## src/rtl/uart_pkg.sv

```systemverilog
// Shared UART definitions: receiver states, oversampling ratio, baud divider helper.
// Pure declarations; no latency or backpressure.
package uart_pkg;

  typedef enum logic [2:0] {
    IDLE,
    START,
    DATA,
    STOP,
    BREAK
  } state_t;

  localparam int OVERSAMPLE = 16;

  // Clocks per oversample tick, truncated; shared with the transmit path.
  function automatic int calc_tick_div(input int clock_rate, input int baud_rate);
    return clock_rate / (baud_rate * OVERSAMPLE);
  endfunction

endpackage

```

## src/rtl/uart_os_tick.sv

```systemverilog
// 16x oversampling tick: one-cycle tick_o every TICK_DIV clocks, restartable via clr_i.
// Tick is combinational from the counter; no backpressure.
module uart_os_tick
  import uart_pkg::*;
#(
  parameter int CLOCK_RATE = 50000000,
  parameter int BAUD_RATE  = 9600
) (
  input  logic clk_i,
  input  logic rst_i,
  input  logic clr_i,
  output logic tick_o
);

  localparam int TICK_DIV = calc_tick_div(CLOCK_RATE, BAUD_RATE);
  localparam int CW       = (TICK_DIV > 1) ? $clog2(TICK_DIV) : 1;
  localparam logic [CW-1:0] TICK_LAST = CW'(TICK_DIV - 1);

  logic [CW-1:0] cnt_q;

  assign tick_o = (cnt_q == TICK_LAST);

  always_ff @(posedge clk_i) begin
    if (rst_i || clr_i) begin
      cnt_q <= '0;
    end else if (tick_o) begin
      cnt_q <= '0;
    end else begin
      cnt_q <= cnt_q + 1'b1;
    end
  end

endmodule

```

## src/rtl/uart_rx.sv

```systemverilog
// 8N1 UART receiver, 16x oversampled, 2-flop input synchronizer.
// rxdone_o/rxerr_o strobe 1 clk after the mid-stop tick; no backpressure, strobes are not held.
module uart_rx #(
  parameter int CLOCK_RATE = 50000000,
  parameter int BAUD_RATE  = 9600,
  parameter int OVERSAMPLE = 16
) (
  input  logic       clk_i,
  input  logic       rst_i,
  input  logic       rx_i,
  input  logic       rxen_i,
  output logic [7:0] rxdata_o,
  output logic       rxdone_o,
  output logic       rxerr_o,
  output logic       rxbusy_o
);
  import uart_pkg::*;

  localparam int SCW = $clog2(OVERSAMPLE);
  localparam logic [SCW-1:0] SC_MID  = SCW'(OVERSAMPLE / 2 - 1);
  localparam logic [SCW-1:0] SC_LAST = SCW'(OVERSAMPLE - 1);

  logic [1:0]     sync_q;
  logic           rx_s;
  state_t         state_q, state_d;
  logic [SCW-1:0] sc_q, sc_d;
  logic [2:0]     bc_q, bc_d;
  logic [7:0]     shreg_q, shreg_d;
  logic [7:0]     data_d;
  logic           done_d, err_d;
  logic           tick, clr;

  assign rx_s     = sync_q[1];
  assign rxbusy_o = (state_q != IDLE);

  uart_os_tick #(
    .CLOCK_RATE(CLOCK_RATE),
    .BAUD_RATE (BAUD_RATE)
  ) u_tick (
    .clk_i (clk_i),
    .rst_i (rst_i),
    .clr_i (clr),
    .tick_o(tick)
  );

  always_comb begin
    state_d = state_q;
    sc_d    = sc_q;
    bc_d    = bc_q;
    shreg_d = shreg_q;
    data_d  = rxdata_o;
    done_d  = 1'b0;
    err_d   = 1'b0;
    clr     = 1'b0;
    case (state_q)
      IDLE: begin
        // Restart the tick counter so mid-bit sampling lines up with the start edge.
        if (rxen_i && !rx_s) begin
          state_d = START;
          sc_d    = '0;
          clr     = 1'b1;
        end
      end
      START: begin
        if (!rxen_i) begin
          state_d = IDLE;
        end else if (tick) begin
          if (sc_q == SC_MID) begin
            sc_d    = '0;
            bc_d    = '0;
            state_d = rx_s ? IDLE : DATA;
          end else begin
            sc_d = sc_q + 1'b1;
          end
        end
      end
      DATA: begin
        if (!rxen_i) begin
          state_d = IDLE;
        end else if (tick) begin
          sc_d = sc_q + 1'b1;
          if (sc_q == SC_LAST) begin
            shreg_d[bc_q] = rx_s;
            if (bc_q == 3'd7) begin
              state_d = STOP;
            end else begin
              bc_d = bc_q + 3'd1;
            end
          end
        end
      end
      STOP: begin
        if (!rxen_i) begin
          state_d = IDLE;
        end else if (tick) begin
          sc_d = sc_q + 1'b1;
          if (sc_q == SC_LAST) begin
            if (rx_s) begin
              data_d  = shreg_q;
              done_d  = 1'b1;
              state_d = IDLE;
            end else begin
              err_d   = 1'b1;
              state_d = BREAK;
            end
          end
        end
      end
      BREAK: begin
        // Wait out a held-low line so it cannot look like a fresh start bit.
        if (rx_s) begin
          state_d = IDLE;
        end
      end
      default: state_d = IDLE;
    endcase
  end

  always_ff @(posedge clk_i) begin
    if (rst_i) begin
      sync_q   <= 2'b11;
      state_q  <= IDLE;
      sc_q     <= '0;
      bc_q     <= '0;
      shreg_q  <= '0;
      rxdata_o <= '0;
      rxdone_o <= 1'b0;
      rxerr_o  <= 1'b0;
    end else begin
      sync_q   <= {sync_q[0], rx_i};
      state_q  <= state_d;
      sc_q     <= sc_d;
      bc_q     <= bc_d;
      shreg_q  <= shreg_d;
      rxdata_o <= data_d;
      rxdone_o <= done_d;
      rxerr_o  <= err_d;
    end
  end

endmodule
```

## config.mk

```make
export PLATFORM = sky130hd
export DESIGN_NAME = uart_rx
export DESIGN_NICKNAME = d
export VERILOG_FILES = /design/src/rtl/uart_pkg.sv /design/src/rtl/uart_os_tick.sv /design/src/rtl/uart_rx.sv
export SDC_FILE = /design/constraint.sdc
export NUM_CORES = 1
export LEC_CHECK = 0
export ABC_AREA = 1
export CAP_MARGIN = 15
export CORE_MARGIN = 4
export CORE_UTILIZATION = 45
export DETAILED_ROUTE_END_ITERATION = 6
export GPL_ROUTABILITY_DRIVEN = 0
export PLACE_DENSITY = 0.62
export SLEW_MARGIN = 20
export SYNTH_ARGS = -nofsm -noshare
export SYNTH_HDL_FRONTEND = slang
export SYNTH_SLANG_ARGS = --single-unit
```

## constraint.sdc

```tcl
create_clock -name clk_i -period 2.88 [get_ports clk_i]
set_input_delay 0.576 -clock clk_i [delete_from_list [all_inputs] [get_ports clk_i]]
set_output_delay 0.576 -clock clk_i [all_outputs]
set_load 0.02 [all_outputs]
```

==> run summary <==
Mapped Nets - 282
Synthesized area - 1920 um2
DPL Wire Length - 2730 um
WP data required - 2.30 ns
Crit path max fanout - 5
CTS sink cnt - 39
Final setup fails - 0
Max Fclk - 472 MHz
Ys flop type - dfxtp_1
Routed wire length - 3770 um
Worst clock skew - 0.00689 ns
Remaining DRCs - 0
Cell row count - 23
GRT overflow - 0
Die H - 73.2 um
Crit start category - flop
Commonest cells post-synth - nand2_1, nor2_1, dfxtp_1, a21oi_1, nand3_1
IO Port Bufs - 14
Design Area, Final - 2180 um2
CP startpoint - state_q[1]
Post-synth top area share - 40.8%
Yosys reg bits - 39
Synth Instances - 273
DP Area - 2100 um2
Final Util - 53.8%
Final hold violations - 0
Global-route wire length before repair - 6310 um
Hold path cells - 1
Layout cell share with drive strength beyond 1 - 9.97%
Most common cell in the synthesized netlist - nand2_1
# IOs - 15
DRT iter0 DRCs - 84
Largest area contributor in the synthesized netlist - dfxtp_1
Worst-skew pair later-pin latency - 0.30 ns
Power Dens Cells - 550 nW/um2
Area contributors post-synth - dfxtp_1, nand2_1, nor2_1
Crit path DAT - 1.54 ns
Crit path max-delay family - buffers and inverters
Die ar. - 5360 um2
Worst-path cell chain - nor2_1 > nand2_1 > clkdlybuf4s50_1
Area Overhead vs Synth - 13.9%
Crit-path max cell delay - 0.61 ns
Crit Path Class - flop to output port
Initial antenna violation count - 0
Post-CTS sizing - 0
Global-route usage over all layers - 15.3%
CP max stage cell - clkdlybuf4s50_1
Setup bufs post-CTS - 0
Unrepaired setup endpoints after global routing - false
Post-route minimum period - 2.12 ns
Hold slack final - 0.413 ns
Crit. End Element - output port
Slew @ Worst Pin - 0.536 ns
CP endpoint - rxbusy_o
Starting Density - 47.2%
Buf/Inv on CP - 1
Vias per inst - 4.96
Htree depth - 2
Reg-to-Reg Start - bc_q[0]
Max Slew Vio Count - 0
Vias - 1,691
Worst hold path type - flop to flop
CTS Buf Count - 5
# nets final - 299
Clock root buffer - clkbuf_8
Die width - 73.2 um
Sequential share of the synthesized area - 40.8%
Post-DRT Antenna Nets - 0
# hold bufs at CTS - 0
DR pass1 iterations - 4
Yosys Warn Count - 0
CTS tree - built
VDD IR max - 0.368 mV
RR Endpoint - state_q[0]
Vias in the first global route - 1,438
Core ar. - 4060 um2
Async S/R FF share, synth - 0%
Pleak - 0.876 nW
Clock Pin Slew Worst Setup and Hold Paths - 0.07 ns
Largest net degree at the start of global routing - 17
Post-Syn Area per Cell - 7.02 um2
Cells on worst reg2reg path - 9
Post-route clock period utilization - 73.6%
Worst R2R Setup Slack - 1.14 ns
Stages on the worst setup path - 3
Setup_tns - 0 ns
Slew HR - 64.3%
Post-synth EDFFs - 0
Synth unique cells - 25
Max-cap violations - 0
Status - finished, final reports clean
Avg WL per Cell - 11.1 um
Clock Path Buffers - 2
Diodes inserted - 0
[flip-flops by register name, indices dropped and copies added, names as in the netlist]
name and cells:
shreg_q 8, rxdone_o 1, state_q 3, bc_q 3, rxerr_o 1, sc_q 4, rxdata_o 8, sync_q 2
u_tick.cnt_q 9
[cell type report]
class	instances	area (um2)
Fill cell	397	1880
Multi-Input combinational cell	201	1000
Sequential cell	39	781
Timing Repair Buffer	15	148
Inverter	28	105
Clock buffer	6	72.6
Tap cell	50	62.6
Clock inverter	2	12.5
[per-layer routing]
layer  vias to the layer above  track usage [%]  wire (um)
met5                         -                0          0
met4                         0             6.35         63
met3                         5             5.65        189
met2                        29             21.9       1570
met1                       728             20.5       1950
li1                        929                -          -
[worst min-delay path by stage]
stage	startpoint	end
floorplan	sync_q[0]	sync_q[1]
global placement	sync_q[0]	sync_q[1]
detailed placement	sync_q[0]	sync_q[1]
CTS	sync_q[0]	sync_q[1]
global route	sync_q[0]	sync_q[1]
finish	sync_q[0]	sync_q[1]
[cells by family after synthesis]
kind of cell    after synthesis  share of synthesized area [%]
compound gates               42                           11.0
xor+xnor                      1                          0.457
fa+ha+maj                     5                           3.27
buf+inv                      33                           6.99
flops                        39                           40.8
simple gates                153                           37.6
[cell usage in the layout (no fill, tap or decap), drive strengths merged]
cell / netlist / final
or2: 2 / 2
nand4: 8 / 8
clkbuf: 2 / 6
xnor2: 1 / 1
clkinvlp: 0 / 1
ha: 5 / 5
nor2: 46 / 46
a21oi: 28 / 28
dfxtp: 39 / 39
nor3: 10 / 10
nand2: 56 / 56
clkinv: 0 / 1
and3: 1 / 1
clkdlybuf4s50: 0 / 14
buf: 3 / 1
nor4: 1 / 1
o21ai: 14 / 14
nand3: 29 / 29
inv: 28 / 28
[through the flow]
stage	worst slack [ns]	power (mW)	std cells
CTS	0.748	1.21	341
floorplan	1.43	0.783	273
detailed placement	0.708	0.846	333
finish	0.759	1.20	341
global placement	0.743	0.850	333
global route	0.653	1.27	341
[where the power goes]
group	total, mW	switching, mW	internal, mW
logic	0.258	0.170	0.0879
clock network	0.365	0.196	0.169
registers	0.577	0.0204	0.557
total	1.20	0.386	0.814
Power figures use the tool's default switching activity.
